File: src/rtl/spike_pkg.sv
// Shared types and default widths for the spike train generator.
// Latency: n/a (declarations only).
// Backpressure: n/a.
package spike_pkg;

    localparam int IVL_W_DEF = 8;
    localparam int CNT_W_DEF = 8;

    typedef enum logic [1:0] {
        IDLE = 2'd0,
        FIRE = 2'd1,
        WAIT = 2'd2,
        DONE = 2'd3
    } state_t;

endpackage

File: src/rtl/spike_interval_timer.sv
// Loadable saturating down-counter; expired marks the last cycle of a wait.
// Latency: load value visible the cycle after load; expired is combinational from the count.
// Backpressure: none; load overrides counting, count holds at zero.
module spike_interval_timer #(
    parameter int W = 8
) (
    input  logic         clk,
    input  logic         rst,
    input  logic         load,
    input  logic [W-1:0] load_val,
    output logic         expired
);

    logic [W-1:0] cnt;

    // Reload on request, otherwise count down and stop at zero so it never underflows.
    always_ff @(posedge clk or posedge rst) begin
        if (rst) begin
            cnt <= '0;
        end else if (load) begin
            cnt <= load_val;
        end else if (cnt != '0) begin
            cnt <= cnt - W'(1);
        end
    end

    // A count of one (or zero) means the next edge should fire again.
    always_comb begin
        expired = (cnt <= W'(1));
    end

endmodule

File: src/rtl/spike_train_gen.sv
// Emits a train of count single-cycle spikes spaced max(interval,1) cycles apart.
// Latency: first spike 1 cycle after the acceptance edge; done 1 cycle after the last spike.
// Backpressure: none; start is ignored while busy, abort cancels the train without a done pulse.
module spike_train_gen
    import spike_pkg::*;
#(
    parameter int IVL_W = IVL_W_DEF,
    parameter int CNT_W = CNT_W_DEF
) (
    input  logic             clk,
    input  logic             rst,
    input  logic             start,
    input  logic [IVL_W-1:0] interval,
    input  logic [CNT_W-1:0] count,
    input  logic             abort,
    output logic             spike_out,
    output logic             busy,
    output logic             done,
    output logic [CNT_W-1:0] sent
);

    state_t             state;
    state_t             next_state;
    logic [IVL_W-1:0]   ivl_q;
    logic [CNT_W-1:0]   cnt_q;
    logic [CNT_W-1:0]   sent_inc;
    logic [IVL_W-1:0]   tmr_load_val;
    logic               tmr_load;
    logic               tmr_expired;
    logic               accept;
    logic               spike_d;
    logic               busy_d;
    logic               done_d;

    // Request acceptance, spike bookkeeping and timer reload value.
    always_comb begin
        accept       = (state == IDLE) && start && !abort;
        sent_inc     = sent + CNT_W'(1);
        tmr_load     = (state == FIRE);
        // An interval of zero is treated as one, so the wait collapses to nothing.
        tmr_load_val = (ivl_q == '0) ? '0 : ivl_q - IVL_W'(1);
    end

    spike_interval_timer #(
        .W (IVL_W)
    ) u_timer (
        .clk      (clk),
        .rst      (rst),
        .load     (tmr_load),
        .load_val (tmr_load_val),
        .expired  (tmr_expired)
    );

    // State register.
    always_ff @(posedge clk or posedge rst) begin
        if (rst) begin
            state <= IDLE;
        end else begin
            state <= next_state;
        end
    end

    // Next-state logic; abort always returns to IDLE.
    always_comb begin
        next_state = state;
        unique case (state)
            IDLE: begin
                if (accept) begin
                    next_state = (count == '0) ? DONE : FIRE;
                end
            end
            FIRE: begin
                if (abort) begin
                    next_state = IDLE;
                end else if (sent_inc == cnt_q) begin
                    next_state = DONE;
                end else if (ivl_q <= IVL_W'(1)) begin
                    next_state = FIRE;
                end else begin
                    next_state = WAIT;
                end
            end
            WAIT: begin
                if (abort) begin
                    next_state = IDLE;
                end else if (tmr_expired) begin
                    next_state = FIRE;
                end
            end
            DONE: begin
                next_state = IDLE;
            end
            default: begin
                next_state = IDLE;
            end
        endcase
    end

    // Output decode; a FIRE cycle always completes its spike even under abort.
    always_comb begin
        spike_d = (state == FIRE);
        done_d  = (state == DONE) && !abort;
        busy_d  = (next_state != IDLE);
    end

    // Output registers.
    always_ff @(posedge clk or posedge rst) begin
        if (rst) begin
            spike_out <= 1'b0;
            busy      <= 1'b0;
            done      <= 1'b0;
        end else begin
            spike_out <= spike_d;
            busy      <= busy_d;
            done      <= done_d;
        end
    end

    // Latch the train parameters on acceptance and count emitted spikes.
    always_ff @(posedge clk or posedge rst) begin
        if (rst) begin
            ivl_q <= '0;
            cnt_q <= '0;
            sent  <= '0;
        end else if (accept) begin
            ivl_q <= interval;
            cnt_q <= count;
            sent  <= '0;
        end else if (state == FIRE) begin
            sent  <= sent_inc;
        end
    end

endmodule

File: config.mk
export PLATFORM = sky130hd
export DESIGN_NAME = spike_train_gen
export DESIGN_NICKNAME = d
export VERILOG_FILES = /design/src/rtl/spike_pkg.sv /design/src/rtl/spike_interval_timer.sv /design/src/rtl/spike_train_gen.sv
export SDC_FILE = /design/constraint.sdc
export NUM_CORES = 1
export LEC_CHECK = 0
export CORE_ASPECT_RATIO = 1.75
export CORE_UTILIZATION = 55
export CTS_BUF_LIST = sky130_fd_sc_hd__clkbuf_8
export DETAILED_ROUTE_END_ITERATION = 12
export PLACE_DENSITY = 0.8
export SLEW_MARGIN = 20
export SYNTH_ARGS = -nofsm -noshare
export SYNTH_HDL_FRONTEND = slang
export SYNTH_SLANG_ARGS = --single-unit
File: constraint.sdc
create_clock -name clk -period 2.65 [get_ports clk]
set_clock_uncertainty 0.1 [all_clocks]
set_input_delay 0.53 -clock clk [delete_from_list [all_inputs] [get_ports clk]]
set_output_delay 0.53 -clock clk [all_outputs]
set_load 0.02 [all_outputs]
== Word-level counts from Yosys, hierarchy flattened ==
Index checks and enable logic that the tools add are counted.

* Input port bits: 20
* Output and inout port bits: 11
* Register bits: 37
* Logic and storage cells: 41
* ROM bits: 0
* Bits in writable memories: 0
* Memories kept: 0
* Latch bits: 0

* Bitwise logic cells: 0
* $lt $le $gt $ge: 2
* Reduce and logical (&&, ||, !) cells: 11
* Equality and inequality tests: 4
* Muxes and demuxes: 13
* Shift-type cells: 0
* $mul: 0
* Div/mod/pow operators: 0
* $add $sub $neg: 3

{| class="wikitable"
|+ Operator list
! cell !! number
|-
| 8-bit 2-to-1 mux || 5
|-
| 8-bit by 1-bit <= comparator with 1-bit output (second input constant) || 2
|-
| 8-bit logical NOT || 2
|-
| 8-bit by 1-bit subtractor with 8-bit output (second input constant) || 2
|-
| 2-bit 2-to-1 mux || 7
|-
| 8-bit by 1-bit adder with 8-bit output (second input constant) || 1
|-
| 8-bit equality test || 1
|-
| 2-bit case mux with 4 select lines || 1
|-
| 8-bit nonzero test || 1
|-
| 2-bit nonzero test || 3
|-
| 2-bit equality test (second input constant) || 2
|-
| 1-bit logical AND || 3
|-
| 2-bit by 1-bit equality test with 1-bit output (second input constant) || 1
|-
| 2-bit logical NOT || 1
|-
| 1-bit logical NOT || 1
|}

== Longest topological paths before layout ==
Gate-level depths: netlist of run 1.

* Word-level depth: 6
* Gate-level depth with buffers: 7
* Mapped depth without buffers: 6

== By module ==
From an unflattened synthesis of run 1, not the netlist that was laid out.

* Cell total of the unflattened synthesis: 229
* Area, all modules: 2174.6 µm²

{| class="wikitable"
|+ By module, submodules not included
! module !! cells each !! area each (µm²) !! instances
|-
| spike_train_gen || 169 || 1641.6 || 1
|-
| spike_interval_timer || 60 || 533.0 || 1
|}

== Least setup slack after synthesis of run 1 ==
No wires, ideal clock.

* Path kind: reg2reg
* Start point: register sent[0]
* End point: register state[1]
* Slack: 0.804 ns
* Required time: 2.464 ns
* Arrival: 1.660 ns
* Cell stages (with the launch flop): 7
* Path buffers: 0
* Cell sequence: dfrtp_1 ha_1 and3_1 xnor2_1 a211oi_1 o2111ai_1 o221ai_2

* Word-level cells in the longest chain between the ends: 5

{| class="wikitable"
|+ RTL lines
! item !! line !! RTL
|-
| from (decl) || spike_train_gen.sv:19 || <nowiki>output logic [CNT_W-1:0] sent</nowiki>
|-
| from (signal assigned) || spike_train_gen.sv:130 || <nowiki>sent <= sent_inc;</nowiki>
|-
| 8-bit by 1-bit adder with 8-bit output || spike_train_gen.sv:38 || <nowiki>sent_inc = sent + CNT_W'(1);</nowiki>
|-
| 8-bit equality test || spike_train_gen.sv:75 || <nowiki>end else if (sent_inc == cnt_q) begin</nowiki>
|-
| 2-bit 2-to-1 mux || spike_train_gen.sv:75 ||
|-
| 2-bit 2-to-1 mux || spike_train_gen.sv:73 || <nowiki>if (abort) begin</nowiki>
|-
| 2-bit case mux with 4 select lines || spike_train_gen.sv:66 || <nowiki>unique case (state)</nowiki>
|-
| via next_state[1] || spike_train_gen.sv:23 || <nowiki>state_t next_state;</nowiki>
|-
| to (signal assigned) || spike_train_gen.sv:59 || <nowiki>state <= next_state;</nowiki>
|-
| to (decl) || spike_train_gen.sv:22 || <nowiki>state_t state;</nowiki>
|}

The timed path passes the listed nets, and every way through them passes these cells.
A chain may end at the register's enable or synchronous reset.

== Final worst setup path of run 1 ==
* Start point: register sent[5]
* End point: output sent[5]

No word-level cell between the ends.

==> results of run 1 <==
-- power breakdown --
part | internal (mW) | leakage, nW | total [mW] | switching (mW)
combinational | 0.368 | 0.550 | 0.722 | 0.354
clock | 0.235 | 0.0542 | 0.441 | 0.206
sequential | 0.715 | 0.463 | 0.903 | 0.188
total | 1.32 | 1.07 | 2.07 | 0.748
-- how the worst max path moves through the flow --
stage,to,startpoint,slack (ns)
2_1_floorplan,state[1],sent[0],0.80
3_3_place_gp,sent[4],abort,0.40
3_5_place_dp,sent[5],abort,0.33
4_1_cts,sent[5],sent[5],0.50
5_1_grt,sent[5],abort,0.39
6_report,sent[5],sent[5],0.49
-- flip-flops by register name, indices dropped and copies added (netlist names) --
name	flops
busy	1
cnt_q	8
done	1
ivl_q	8
sent	8
spike_out	1
state	2
u_timer.cnt	8
-- per-layer routing --
layer / wire [um] / global-route usage [%] / vias up
met4: 171 / 13.8 / 0
met2: 2660 / 46.6 / 38
met3: 125 / 5.02 / 17
met5: 0 / 0 / -
met1: 1670 / 24.3 / 852
li1: - / - / 797
-- cell usage after synthesis (2+ instances only) --
cell type and instances:
dfrtp_1 37, nor2_1 21, mux2_2 17, nand2_1 16
o21ai_0 11, xnor2_1 10, xor2_1 10, ha_1 6
inv_1 6, a22oi_1 5, buf_2 5, a21oi_1 4
nand3_1 4, o22ai_1 4, o31ai_1 4, buf_6 3
nor4_2 3, a211oi_1 2, and3_1 2, nand2b_1 2
nand4_1 2, nor3_1 2, nor4_1 2, o211ai_1 2
or4_4 2
-- cell type report --
class / count / area (sq um)
fill: 284 / 1110
sequential: 37 / 926
tap: 46 / 57.6
clock inverter: 1 / 5.00
clock buffer: 7 / 96.3
multi-input combinational: 152 / 1150
inverter: 7 / 31.3
timing repair buffer: 33 / 323
-- kinds of logic (layout without fill, tap and decap cells) --
| group | after synthesis | count (layout) | synth area share (%) |
|---|---|---|---|
| muxes | 17 | 17 | 8.80 |
| adders and majority gates | 7 | 7 | 3.91 |
| buffers and inverters | 16 | 48 | 4.77 |
| xor gates and xnor gates | 20 | 20 | 8.05 |
| AOI/OAI and AO/OA | 42 | 42 | 14.2 |
| DFF | 37 | 37 | 42.6 |
| and+or+nand+nor | 66 | 66 | 17.7 |
==> impl_metrics.py, run 1 <==
metrics = {
    "synthesis": {
        "yosysUniqueCellTypes": 48,
        "synth_top_area_cell": "dfrtp_1",
        "synth_edf_count": 0,
        "yosys.area.top_type_share_pct": 42.6,
        "ys_async_sr_fraction_pct": 100,
        "ys_ff_latch": 37,
        "synthesis.nets": 231,
        "netlist_instances": 205,
        "avgSynthCellArea_sq_um": 10.6,
        "seq_area_frac_synth_pct": 42.6,
        "synth_area_sq_um": 2180,
        "ys_warn_count": 0,
        "synth_ff_type": "dfrtp_1",
        "yosys-top-cells-area": "dfrtp_1, mux2_2, xnor2_1, xor2_1, nor2_1",
    },
    "sta": {
        "finalSetupTns_ns": 0,
        "setup_viol": 0,
        "hold_viol": 0,
        "timing.final.ws_setup_ns": 0.492,
        "worst-slew-pin-transition_ns": 0.506,
        "slew_headroom_pct": 66.2,
        "period_share_pct": 81.4,
        "whs_ns": 0.432,
        "finalCriticalPeriod_ns": 2.16,
        "clock.fmax_mhz": 463,
        "rsz0062_at_grt": "no",
        "finalMaxSlewViolations": 0,
    },
    "cts": {
        "cts_tree": "done",
        "worstSkewPairLatency_ns": 0.29,
        "clock_sinks": 37,
        "holdBufCountCts": 0,
        "clkTransAtPathRegs_ns": 0.08,
        "clock_path_buffers": 2,
        "clock-root-buffer": "clkbuf_8",
        "numCtsBuffers": 5,
        "post_cts_buffers": 0,
        "cts_resized": 0,
        "htreeDepth": 2,
    },
    "hold_path": {
        "worstHoldStart": "cnt_q[6]",
        "holdPathEnd": "cnt_q[6]",
        "hold_class": "register to register",
        "holdPathStages": 1,
    },
    "flow_run": {
        "cap_violations": 0,
    },
    "route": {
        "num_vias": 1704,
        "wl_mm": 4.63,
        "viasPerCell": 6.02,
        "ant_nets": 0,
        "drt_iter0_markers": 31,
        "detail_route.wl_per_cell_um": 16.3,
        "dr.pass1.iters": 4,
        "drt_drc_violations_left": 0,
    },
    "outcome": {
        "outcome": "complete, no violations",
    },
    "power": {
        "peakVddDrop_mv": 0.676,
        "power_density_nw_per_um2": 796,
        "fin_total_pwr_mw": 2.07,
        "cellLeakagePower_nw": 1.07,
    },
    "global_routing": {
        "grt.total_usage_pct": 24.8,
        "grt_max_degree": 38,
        "grt_pass1_vias": 1782,
        "grt_antenna_before_repair": 0,
        "grt_overflow": 0,
        "grt_pass1_wl_mm": 7.78,
    },
    "placed_design": {
        "placedInstanceArea_sq_um": 2490,
        "numPlacedInstances": 275,
        "place_ws_ns": 0.326,
        "io_buffers": 30,
        "place_hpwl_mm": 3.45,
        "gp_congestion": 0.834,
    },
    "critical_path": {
        "r2r-end": "state[1]",
        "cp_max_fo": 11,
        "rr_worst_depth": 6,
        "rrSetupSlack_ns": 0.61,
        "cp.depth": 1,
        "cp.arrival_ns": 1.53,
        "cp.required_ns": 2.02,
        "endpoint_kind": "output port",
        "crit_chain": "clkdlybuf4s50_1",
        "crit_family": "buffers and inverters",
        "r2r-start": "sent[0]",
        "slowest_delay_ns": 0.67,
        "path_buf_inv": 1,
        "crit_slowest_cell": "clkdlybuf4s50_1",
        "cp-start-kind": "register",
        "worstSetupPathType": "register to output port",
    },
    "layout": {
        "drive_gt1_share_pct": 17.7,
        "fin_cells": 283,
        "syn2layout_area_growth_pct": 19.2,
        "final_cell_mix": "dfrtp_1, clkdlybuf4s50_1, nor2_1",
        "final_nets": 262,
        "design_area_sq_um": 2590,
        "layout_commonest_cell": "dfrtp_1",
        "antenna_cells": 0,
        "fin_util_pct": 70.1,
    },
    "floorplanning": {
        "die_w_um": 49.5,
        "core_area_sq_um": 3700,
        "row_count": 29,
        "ios": 31,
        "dieArea_sq_um": 4220,
        "start_util_pct": 58.8,
        "die_h_um": 85.2,
    },
}
No activity file was read; power rests on OpenSTA's default activity.
==> run 2: changes to the inputs <==
--- a/config.mk
+++ b/config.mk
@@ -6,10 +6,10 @@
 export NUM_CORES = 1
 export LEC_CHECK = 0
 export CORE_ASPECT_RATIO = 1.75
-export CORE_UTILIZATION = 55
+export CORE_UTILIZATION = 51
 export CTS_BUF_LIST = sky130_fd_sc_hd__clkbuf_8
 export DETAILED_ROUTE_END_ITERATION = 12
-export PLACE_DENSITY = 0.8
+export PLACE_DENSITY = 0.78
 export SLEW_MARGIN = 20
 export SYNTH_ARGS = -nofsm -noshare
 export SYNTH_HDL_FRONTEND = slang
==> constraint.sdc (replaced) <==
create_clock -name clk -period 1.7 [get_ports clk]
set_clock_uncertainty 0.1 [all_clocks]
set_input_delay 0.34 -clock clk [delete_from_list [all_inputs] [get_ports clk]]
set_output_delay 0.34 -clock clk [all_outputs]
set_load 0.02 [all_outputs]
==> run 2 against run 1 <==
Effect of this change:
- the flow now finishes with violations (setup timing)
- total power up 91%
- via count up 12%
- combinational power up 130%
- non-clock buffer count up 40
- sequential power up 51%
- sequential cell count unchanged
- critical path depth up 4
- wire length up 26%
- design area up 21%
- core utilization up 6.3 points
==> impl_metrics.py, run 2 (synthesized netlist as in run 1, its figures left out) <==
metrics = {
    "outcome": {
        "outcome": "finished with violations",
        "violations": "setup timing",
    },
    "power": {
        "power_density_nw_per_um2": 1250,
        "fin_total_pwr_mw": 3.94,
        "peakVddDrop_mv": 1.18,
        "cellLeakagePower_nw": 1.35,
    },
    "global_routing": {
        "grt_max_degree": 38,
        "grt_pass1_vias": 1914,
        "grt_pass1_wl_mm": 8.67,
        "use_met2_pct": 53.1,
        "grtUsageMet1_pct": 24.1,
        "busiest_layer": "met2",
        "gr-usage-met3_pct": 4.81,
        "grt_antenna_before_repair": 0,
        "grt.total_usage_pct": 26.5,
        "grt_overflow": 0,
    },
    "layout": {
        "fin_util_pct": 76.4,
        "design_area_sq_um": 3140,
        "drive_gt1_share_pct": 39.0,
        "n_fill_cell": 266,
        "syn2layout_area_growth_pct": 44.3,
        "final_nets": 302,
        "fin_cells": 326,
        "antenna_cells": 0,
        "layout_commonest_cell": "buf_4",
        "final_cell_mix": "buf_4, dfrtp_1, clkdlybuf4s50_1",
    },
    "sta": {
        "hold_viol": 0,
        "slew_headroom_pct": 72.7,
        "setup_viol": 3,
        "timing.final.ws_setup_ns": -0.0600,
        "worst-slew-pin-transition_ns": 0.408,
        "period_share_pct": 104,
        "whs_ns": 0.284,
        "clock.fmax_mhz": 568,
        "rsz0062_at_grt": "yes",
        "finalMaxSlewViolations": 0,
        "finalCriticalPeriod_ns": 1.76,
    },
    "cts": {
        "clock_sinks": 37,
        "cts_tree": "done",
        "htreeDepth": 2,
        "clkTransAtPathRegs_ns": 0.08,
        "holdBufCountCts": 0,
        "worstSkewPairLatency_ns": 0.29,
        "numCtsBuffers": 5,
        "clock-root-buffer": "clkbuf_8",
        "clock_path_buffers": 2,
    },
    "route": {
        "wl_mm": 5.84,
        "drt_drc_violations_left": 0,
        "drt_iter0_markers": 65,
        "num_vias": 1906,
        "ant_nets": 0,
        "dr.pass1.iters": 4,
        "detail_route.wl_per_cell_um": 17.9,
        "viasPerCell": 5.85,
    },
    "floorplanning": {
        "ios": 31,
        "row_count": 31,
        "start_util_pct": 52.9,
        "die_w_um": 51.4,
        "core_area_sq_um": 4110,
        "dieArea_sq_um": 4540,
        "die_h_um": 88.4,
    },
    "critical_path": {
        "cp_max_fo": 2,
        "rrSetupSlack_ns": -0.06,
        "cp.required_ns": 1.80,
        "rr_worst_depth": 5,
        "r2r-start": "u_timer.cnt[7]",
        "endpoint_kind": "register",
        "cp-start-kind": "register",
        "cp.arrival_ns": 1.86,
        "r2r-end": "state[0]",
        "worstSetupPathType": "register to register",
    },
    "placed_design": {
        "gp_congestion": 0.898,
        "placedInstanceArea_sq_um": 2780,
        "numPlacedInstances": 310,
        "io_buffers": 30,
        "place_hpwl_mm": 3.82,
    },
    "hold_path": {
        "hold_class": "input pin to asynchronous set/reset pin",
    },
    "flow_run": {
        "cap_violations": 0,
    },
}
## run 2: cell types whose count changed in the layout (fill, tap and decap cells not counted), sizes merged
cell | previous run | this run
buf | 3 | 43
bufinv | 0 | 2
clkbuf | 7 | 5
clkdlybuf4s50 | 30 | 21
clkinvlp | 0 | 2
dlygate4sd2 | 0 | 8
dlymetal6s2s | 0 | 1
inv | 7 | 5
## run 2: how the worst max path moves through the flow
stage	to	cells past startpoint	from	slack, ns
3_3_place_gp	sent[4]	6	abort	-0.18
5_1_grt	state[1]	7	sent[1]	-0.1
3_5_place_dp	sent[7]	6	abort	-0.24
4_1_cts	state[0]	6	sent[2]	-0.03
2_1_floorplan	state[0]	6	sent[2]	-0.02
6_report	state[0]	5	u_timer.cnt[7]	-0.06
## run 2: metrics by stage
step	setup TNS (ns)	setup slack, ns
6_report	-0.119	-0.0600
5_1_grt	-0.333	-0.0974
4_1_cts	-0.0812	-0.0332
3_5_place_dp	-4.34	-0.242
3_3_place_gp	-3.33	-0.180
2_1_floorplan	-0.0314	-0.0157
## run 2: power by group
part	internal [mW]	leakage (nW)	switching [mW]	total (mW)
logic	0.847	0.825	0.820	1.67
clock network	0.583	0.0681	0.323	0.906
registers	1.12	0.452	0.245	1.36
## run 2: layer usage
metal | wire, um | part of all wire [%] | vias up
li1 | - | - | 889
met2 | 3490 | 60 | 49
met4 | 226 | 3.9 | 0
met3 | 149 | 2.6 | 25
met1 | 1970 | 34 | 943
met5 | 0 | 0 | -
## run 2: worst max-delay path, stage by stage, from the launching register on
cell and delay, ns:
dfrtp_1 0.40, nor4_2 0.38, o211ai_1 0.17, mux2_2 0.30, o22a_1 0.19, o22ai_1 0.13
## run 2: final cells by class
cell class	instances	area [sq um]	share of cell area, %
Multi-Input combinational cell	152	1290	41.1
Sequential cell	37	935	29.8
Timing Repair Buffer	73	681	21.7
Clock buffer	5	68.8	2.19
Clock inverter	3	65.1	2.07
Tap cell	49	61.3	1.95
Inverter	7	38.8	1.24
## run 2: timing repair
action                                 CTS  global route
setup endpoints to repair               16            12
buffers inserted                         3             5
cloned                                   0             0
endpoints found under the hold margin    0             0
pin swaps                               10             6
resized for setup                       23            17
